**src/rtl/ulpi_reg_ctrl_pkg.sv**
```systemverilog
// Shared definitions for the ULPI register-access sequencer.
//   - TX CMD prefixes for immediate register write/read
//   - NOOP bus value driven whenever the link is not transmitting
//   - FSM state encoding and the latched request record
package ulpi_reg_ctrl_pkg;

  localparam logic [1:0] TxcmdRegW = 2'b10;
  localparam logic [1:0] TxcmdRegR = 2'b11;
  localparam logic [7:0] Noop      = 8'h00;

  typedef enum logic [2:0] {
    StIdle,
    StTxcmd,
    StRetry,
    StWdata,
    StWstp,
    StRturn,
    StRdata,
    StAbort
  } state_e;

  typedef struct packed {
    logic       rw;     // 1 = read, 0 = write
    logic [5:0] addr;
    logic [7:0] wdata;
  } req_t;

  // TX CMD byte for an immediate register access.
  function automatic logic [7:0] txcmd_byte(input req_t r);
    return {(r.rw ? TxcmdRegR : TxcmdRegW), r.addr};
  endfunction

endpackage

```
**src/rtl/ulpi_reg_ctrl.sv**
```systemverilog
// ULPI register transaction sequencer between the sniffer control logic and a USB3300 PHY.
// Turns a one-shot read/write request into the TX CMD / data / STP sequence, handles DIR
// turnaround, PHY abort (DIR before NXT) and timeout, and captures RX CMD bytes while idle.
//
// Ports
//   clk_i            ULPI 60 MHz clock from the PHY
//   rst_i            synchronous active-high reset
//   req_valid_i      request, held until accepted (req_valid_i & req_ready_o)
//   req_ready_o      high in idle while DIR is low now and was low last cycle
//   req_rw_i         1 = read, 0 = write
//   req_addr_i       immediate register address
//   req_wdata_i      write data
//   done_o           one-cycle pulse at transaction end
//   err_o            qualifies done_o: 1 = timeout
//   rd_data_o        read result, valid from done_o, held until the next read
//   rxcmd_o          last RX CMD byte
//   rxcmd_valid_o    one-cycle pulse when rxcmd_o updates
//   dir_i, nxt_i     ULPI DIR / NXT
//   data_i           ULPI data from the PHY
//   data_o           ULPI data to the PHY (NOOP when not transmitting)
//   stp_o            ULPI STP
module ulpi_reg_ctrl
  import ulpi_reg_ctrl_pkg::*;
#(
  parameter int unsigned Timeout = 64,
  parameter int unsigned CntW    = 7
) (
  input  logic       clk_i,
  input  logic       rst_i,
  input  logic       req_valid_i,
  output logic       req_ready_o,
  input  logic       req_rw_i,
  input  logic [5:0] req_addr_i,
  input  logic [7:0] req_wdata_i,
  output logic       done_o,
  output logic       err_o,
  output logic [7:0] rd_data_o,
  output logic [7:0] rxcmd_o,
  output logic       rxcmd_valid_o,
  input  logic       dir_i,
  input  logic       nxt_i,
  input  logic [7:0] data_i,
  output logic [7:0] data_o,
  output logic       stp_o
);

  localparam logic [CntW-1:0] TimeoutCnt = CntW'(Timeout - 1);

  state_e          state_q, state_d;
  req_t            req_q, req_d;
  logic [CntW-1:0] cnt_q, cnt_d;
  logic            dir_q;
  logic            done_q, done_d;
  logic            err_q, err_d;
  logic [7:0]      rd_data_q, rd_data_d;
  logic [7:0]      rxcmd_q, rxcmd_d;
  logic            rxcmd_valid_q, rxcmd_valid_d;
  logic [7:0]      data_o_q, data_o_d;
  logic            stp_q, stp_d;

  logic accept;
  logic timeout;
  logic waiting;

  // Ready only once the bus has been ours for a full cycle, so the turnaround after a
  // PHY-driven phase is never overlapped by a new TX CMD.
  assign req_ready_o = (state_q == StIdle) && !dir_i && !dir_q && !rst_i;
  assign accept      = req_valid_i && req_ready_o;
  assign timeout     = (cnt_q == TimeoutCnt);
  assign waiting     = state_q inside {StTxcmd, StRetry, StWdata, StRturn};

  always_comb begin
    state_d       = state_q;
    req_d         = req_q;
    cnt_d         = cnt_q;
    done_d        = 1'b0;
    err_d         = 1'b0;
    rd_data_d     = rd_data_q;
    rxcmd_d       = rxcmd_q;
    rxcmd_valid_d = 1'b0;

    if (waiting) begin
      cnt_d = cnt_q + CntW'(1);
    end

    unique case (state_q)
      StIdle: begin
        if (accept) begin
          req_d   = '{rw: req_rw_i, addr: req_addr_i, wdata: req_wdata_i};
          cnt_d   = '0;
          state_d = StTxcmd;
        end else if (dir_i && dir_q && !nxt_i) begin
          // PHY-driven idle bus with NXT low carries an RX CMD; dir_q excludes turnaround.
          rxcmd_d       = data_i;
          rxcmd_valid_d = 1'b1;
        end
      end
      StTxcmd: begin
        if (timeout) begin
          state_d = StAbort;
        end else if (dir_i) begin
          // DIR before NXT: PHY took the bus, retry once it hands it back.
          state_d = StRetry;
        end else if (nxt_i) begin
          state_d = req_q.rw ? StRturn : StWdata;
        end
      end
      StRetry: begin
        if (timeout) begin
          state_d = StAbort;
        end else if (!dir_i && !dir_q) begin
          state_d = StTxcmd;
        end
      end
      StWdata: begin
        if (timeout) begin
          state_d = StAbort;
        end else if (nxt_i) begin
          state_d = StWstp;
          done_d  = 1'b1;
        end
      end
      StWstp: begin
        state_d = StIdle;
      end
      StRturn: begin
        if (timeout) begin
          state_d = StAbort;
        end else if (dir_i) begin
          // This DIR-high cycle is the turnaround; data follows in the next cycle.
          state_d = StRdata;
        end
      end
      StRdata: begin
        rd_data_d = data_i;
        done_d    = 1'b1;
        state_d   = StIdle;
      end
      StAbort: begin
        state_d = StIdle;
      end
      default: begin
        state_d = StIdle;
      end
    endcase

    if (state_d == StAbort) begin
      done_d = 1'b1;
      err_d  = 1'b1;
    end
  end

  // Bus outputs registered from the next state so they line up with the state they belong to.
  always_comb begin
    data_o_d = Noop;
    unique case (state_d)
      StTxcmd: data_o_d = txcmd_byte(req_d);
      StWdata: data_o_d = req_d.wdata;
      default: data_o_d = Noop;
    endcase
    stp_d = (state_d == StWstp) || (state_d == StAbort);
  end

  always_ff @(posedge clk_i) begin
    if (rst_i) begin
      state_q       <= StIdle;
      req_q         <= '0;
      cnt_q         <= '0;
      dir_q         <= 1'b0;
      done_q        <= 1'b0;
      err_q         <= 1'b0;
      rd_data_q     <= '0;
      rxcmd_q       <= '0;
      rxcmd_valid_q <= 1'b0;
      data_o_q      <= Noop;
      stp_q         <= 1'b0;
    end else begin
      state_q       <= state_d;
      req_q         <= req_d;
      cnt_q         <= cnt_d;
      dir_q         <= dir_i;
      done_q        <= done_d;
      err_q         <= err_d;
      rd_data_q     <= rd_data_d;
      rxcmd_q       <= rxcmd_d;
      rxcmd_valid_q <= rxcmd_valid_d;
      data_o_q      <= data_o_d;
      stp_q         <= stp_d;
    end
  end

  assign done_o        = done_q;
  assign err_o         = err_q;
  assign rd_data_o     = rd_data_q;
  assign rxcmd_o       = rxcmd_q;
  assign rxcmd_valid_o = rxcmd_valid_q;
  assign data_o        = data_o_q;
  assign stp_o         = stp_q;

endmodule

```
**config.mk**
```make
export PLATFORM = sky130hd
export DESIGN_NAME = ulpi_reg_ctrl
export DESIGN_NICKNAME = d
export VERILOG_FILES = /design/src/rtl/ulpi_reg_ctrl_pkg.sv /design/src/rtl/ulpi_reg_ctrl.sv
export SDC_FILE = /design/constraint.sdc
export NUM_CORES = 1
export LEC_CHECK = 0
export BUFFER_PORTS_ARGS = -buffer_cell sky130_fd_sc_hd__buf_2
export CAP_MARGIN = 15
export CORE_UTILIZATION = 30
export DETAILED_ROUTE_END_ITERATION = 16
export PLACE_DENSITY = 0.47
export SLEW_MARGIN = 0
export SYNTH_ARGS = -nofsm -noshare
export SYNTH_HDL_FRONTEND = slang
export SYNTH_SLANG_ARGS = --single-unit
```
**constraint.sdc**
```tcl
create_clock -name clk_i -period 2.4 [get_ports clk_i]
set_input_delay 0.12 -clock clk_i [delete_from_list [all_inputs] [get_ports clk_i]]
set_output_delay 0.12 -clock clk_i [all_outputs]
set_load 0.03 [all_outputs]
```
# --- Word level (Yosys, flattened, before mapping) ---
# Cells that the tools add are included.
classes:
  addsub: 1
  n_eq_ne: 12
  mux: 25
  n_bitwise: 2
  reduce_logical: 17
ops:
  columns: ["operator", "count"]
  rows:
  - ["$mux W3", 11]
  - ["$mux W15", 2]
  - ["$mux W7", 3]
  - ["$eq A3 B3 Y1 const B", 6]
  - ["$pmux W3 S6", 1]
  - ["$pmux W8 S2", 1]
  - ["$eq A3 B2 Y1 const B", 3]
  - ["$add A7 B1 Y7 const B", 1]
  - ["$eq A7 B6 Y1 const B", 1]
  - ["$logic_and A1 B1 Y1", 7]
  - ["$eq A3 B1 Y1 const B", 2]
  - ["$mux W1", 6]
  - ["$reduce_or A3 Y1", 2]
  - ["$logic_not A1 Y1", 4]
  - ["$reduce_bool A4 Y1", 1]
  - ["$logic_not A3 Y1", 1]
  - ["$reduce_and A3 Y1", 1]
  - ["$not A1 Y1", 2]
  - ["$pmux W1 S2", 1]
  - ["$logic_or A1 B1 Y1", 1]
word_totals:
  reg_bits: 54
  in_bits: 28
  output_inout_bits: 29
  elab_cells: 70

# --- Longest topological paths before layout ---
depth:
  ltp_word: 9
  mapped_depth: 8
  depth_no_buf: 7

# --- Worst setup path after synthesis ---
# Ideal clock, no wire load.
synth_timing:
  path_kind: "reg-to-reg"
  start: "register state_q[2]"
  end: "register done_q, in the netlist done_o"
  setup_ns: 0.060
  arrival_ns: 1.697
  required_ns: 2.340
  slack_ns: 0.643
  path_stages_with_launch: 9
  path_buffers: 2
  period_less_slack_ns: 1.757
  cell_sequence: "dfxtp_1 > buf_2 > or4_1 > buf_2 > nor2_4 > nand2_2 > a21o_1 > inv_2 > a32o_1"
synth_via:
  elab_chain_len: 9
  word_cells_on_any_way: 27
  classes_between: "eq/ne (8); mux (13); reduce/logical (6)"
synth_rtl:
  columns: ["element", "line_no", "source"]
  rows:
  - ["from (decl)", "ulpi_reg_ctrl.sv:49", "state_e state_q, state_d;"]
  - ["from (signal assigned)", "ulpi_reg_ctrl.sv:166", "state_q <= StIdle;"]
  - ["from (signal assigned)", "ulpi_reg_ctrl.sv:178", "state_q <= state_d;"]
  - ["$logic_not A3 Y1", "ulpi_reg_ctrl.sv:67", "assign req_ready_o = (state_q == StIdle) && !dir_i && !dir_q && !rst_i;"]
  - ["$logic_and A1 B1 Y1 (3 in a row)", "ulpi_reg_ctrl.sv:67", null]
  - ["net req_ready_o", "ulpi_reg_ctrl.sv:31", "output logic req_ready_o,"]
  - ["$logic_and A1 B1 Y1", "ulpi_reg_ctrl.sv:68", "assign accept = req_valid_i && req_ready_o;"]
  - ["$mux W3", "ulpi_reg_ctrl.sv:88", "if (accept) begin"]
  - ["$pmux W3 S6", "ulpi_reg_ctrl.sv:86", "unique case (state_q)"]
  - ["$eq A3 B3 Y1", "ulpi_reg_ctrl.sv:147", "if (state_d == StAbort) begin"]
  - ["$mux W1", "ulpi_reg_ctrl.sv:147", null]
  - ["to (signal assigned)", "ulpi_reg_ctrl.sv:182", "done_q <= done_d;"]
  - ["to (decl)", "ulpi_reg_ctrl.sv:53", "logic done_q, done_d;"]
# The timed path passes the listed nets, and every way through them passes these cells.
# A chain may end at the register's enable or synchronous reset.

# --- Final worst setup path ---
layout_timing:
  start: "register cnt_q[0]"
  end: "register data_o_q[6], in the netlist data_o[6]"
layout_via:
  elab_chain_len: 5
  word_cells_on_any_way: 9
  classes_between: "eq/ne (3); mux (6)"
layout_rtl:
  columns: ["element", "line_no", "source"]
  rows:
  - ["from (decl)", "ulpi_reg_ctrl.sv:51", "logic [CntW-1:0] cnt_q, cnt_d;"]
  - ["from (signal assigned)", "ulpi_reg_ctrl.sv:180", "cnt_q <= cnt_d;"]
  - ["$eq A7 B6 Y1 (*)", "ulpi_reg_ctrl.sv:69", "assign timeout = (cnt_q == TimeoutCnt);"]
  - ["$mux W3, on equally long branches", null, null]
  - ["$pmux W3 S6 (*)", "ulpi_reg_ctrl.sv:86", null]
  - ["$eq A3 B2 Y1 / $eq A3 B1 Y1 (equally long branches)", "ulpi_reg_ctrl.sv:156", "unique case (state_d)"]
  - ["$pmux W8 S2 (*)", "ulpi_reg_ctrl.sv:156", null]
  - ["to (signal assigned)", "ulpi_reg_ctrl.sv:175", "data_o_q <= Noop;"]
  - ["to (signal assigned)", "ulpi_reg_ctrl.sv:187", "data_o_q <= data_o_d;"]
  - ["to (decl)", "ulpi_reg_ctrl.sv:58", "logic [7:0] data_o_q, data_o_d;"]
# Every way passes the cells marked *; elsewhere a longest branch is shown, timed or not.

==> results.md <==
* Status: complete, no violations
* Core Region at 7290 sq um
* Initial core utilization at 31.1%
* Pleak at 0.00121 uW
* PD cells at 578 nW/um^2
* Mean routed wirelength per cell at 14.0 um
* Worst setup path start: cnt_q[0]$_SDFF_PP0_
* DRT Wirelength at 5.39 mm
* CTS tree: done
* Top FF cell, synth: dfxtp_1
* GRT Residual Overflow at 0
* Post-CTS Resized at 0
* Layout cells sized above 1 at 30.8%
* RSZ-0062 raised after global routing: no
* Synth top area share at 47.7%
* CP peak stage delay at 0.53 ns
* IO Count at 57
* DRT iter0 DRCs at 94
* Clock latency at the later pin of the worst-skew pair at 0.30 ns
* Minimum clock period at 1.89 ns
* Critical Path RT at 2.64 ns
* Clk sinks at 54
* Worst Skew at 0.00682 ns
* Most common cell in the netlist: dfxtp_1
* Critical Path Start Type: flip-flop
* Crit path top cell by count: nor2_1
* Vias at 1819
* Total clock buffers created by CTS at 5
* Final Util at 37.3%
* Slew Viols, Final at 0
* Remaining DRCs at 0
* Antenna-violating nets left at 0
* Cell variety after synth at 42
* Top cells by area, synth: dfxtp_1 48%, mux2i_1 11%, nor2_1 5.8%, o31ai_2 5.5%, nand4_1 4.7%
* Arrival @ worst endpoint at 2.13 ns
* Tot GR Track Use at 14.7%
* Worst-Margin Slew at 0.666 ns
* Die area at 7910 sq um
* Syn Nets at 263
* Die width at 88.9 um
* Row count at 31
* First-pass GRT wire length at 8.76 mm
* Hold-fix buffers, CTS at 0
* Fraction of registers with async set/reset at 0%
* Dpl hpwl at 3.77 mm
* Critical Path Fanout Max at 7
* Area growth syn-to-layout at 19.9%
* Initial antenna violation count at 0
* Area leader, netlist: dfxtp_1
* Setup tns final at 0 ns
* Yosys reg bits at 54
* EDFF count, synth at 0
* Die Height at 88.9 um
* Post-synthesis instance area at 2270 sq um
* H-tree level count at 2
* Setup CP Type: reg -> reg
* Max Fclk at 528 MHz
* Routability Congestion at 0.824
* Fin nets at 315
* Final period util at 78.9%
* Reg clk slew, reported paths at 0.10 ns
* Power Total at 1570 uW
* Vias in the first global route at 1728
* Via-to-Cell Ratio at 4.72
* CP endpoint kind: flip-flop
* Setup Buffers After CTS at 0
* Ys Warns at 0
* Max Buffers Root-to-Sink at 2
* DRT Pass-1 Iters at 4
* Ant diodes at 0
* Max_slew headroom at 55.6%
* MaxCap Viol Count at 0
* Hold crit path type: in -> reg
* CTS root buffer: clkbuf_8
* Final setup fails at 0
* Hold Path Origin: data_i[1]
* Largest net degree at the start of global routing at 40
* Post-synth top cells: 54 x dfxtp_1, 35 x nor2_1, 25 x mux2i_1
* Maximum vdd drop at 237 uV
* Reg2Reg Setup Slack at 0.51 ns
* Cells after Synth at 234
* PortBufs at 56
* Cell Chain, Critical Path: ha_1 -> nand4b_1 -> nor2_1 -> or4_1 -> a22o_1 -> nor2_1
* Slowest CP cell: or4_1
* Final hold viol count at 0
* Sequential fraction of the synthesis area at 47.7%
* Syn avg cell area at 9.69 sq um
* RR Startpoint: cnt_q[0]$_SDFF_PP0_
==> cells in the final DEF (no fill, tap or decap), drive strengths merged, types with 2 or more instances in the layout <==
cell type and count:
buf 63, a21oi 18, o21a 2, nor4 2, clkinv 2, inv 4
or4 2, nor2b 5, and3 4, nand4 17, nor2 37, o21ai 2
nand2 9, clkbuf 5, mux2i 25, dfxtp 54, o31ai 15, xor2 4
==> worst max-delay path, delay by kind of cell (launching register included) <==
| kind | cells | cell delay, ns |
|---|---|---|
| adders and majority gates | 1 | 0.23 |
| DFF | 1 | 0.34 |
| and+or+nand+nor | 4 | 0.92 |
| AOI/OAI and AO/OA | 1 | 0.34 |
==> per-layer routing <==
layer	global-route usage [%]	vias to the layer above	share of wire (%)
met5	0	-	0
met4	4.47	0	1.2
met3	3.14	6	3.8
met2	22.4	35	44
met1	21.0	845	51
li1	-	933	-
==> cell families after synthesis <==
family,synth area share (%)
mux,11.0
flops,47.7
fa+ha+maj,0.552
compound gates,15.2
buf+inv,4.41
xor+xnor,1.93
simple gates,19.2
==> stage by stage <==
| stage | setup WS [ns] | area [sq um] | instances | hold WS (ns) |
|---|---|---|---|---|
| after floorplan | 0.643 | 2270 | 234 | 0.248 |
| after global placement | 0.538 | 2640 | 378 | 0.367 |
| after detailed placement | 0.533 | 2640 | 378 | 0.375 |
| after CTS | 0.481 | 2720 | 385 | 0.0528 |
| after global routing | 0.281 | 2720 | 385 | 0.0438 |
| final | 0.506 | 2720 | 385 | 0.0545 |
==> report_power, final <==
| group | leakage [uW] | total [uW] | switching [uW] | internal [uW] |
|---|---|---|---|---|
| clock | 0.0000438 | 481 | 284 | 197 |
| sequential | 0.000436 | 920 | 9.13 | 911 |
| combinational | 0.000731 | 169 | 108 | 61.1 |
==> path summary, 6_finish.rpt <==
| check | end | depth (start not counted) |
|---|---|---|
| max | data_o[6]$_SDFF_PP0_ | 6 |
| min | rxcmd_o[1]$_SDFFE_PP0P_ | 3 |
| max reg2reg | data_o[6]$_SDFF_PP0_ | 6 |
| min reg2reg | cnt_q[6]$_SDFF_PP0_ | 2 |
==> layout make-up <==
| class | instances | area, sq um |
|---|---|---|
| Fill cell | 805 | 4570 |
| Sequential cell | 54 | 1080 |
| Inverter | 4 | 15.0 |
| Timing Repair Buffer | 63 | 333 |
| Clock buffer | 5 | 68.8 |
| Tap cell | 99 | 124 |
| Multi-Input combinational cell | 158 | 1090 |
| Clock inverter | 2 | 10.0 |
==> registers in the layout, summed over array words and instances (netlist names), 3 cells and up <==
| signal | cells |
|---|---|
| rd_data_o | 8 |
| data_o | 8 |
| req_q | 15 |
| state_q | 3 |
| cnt_q | 7 |
| rxcmd_o | 8 |
(Power assumes the default switching activity.)
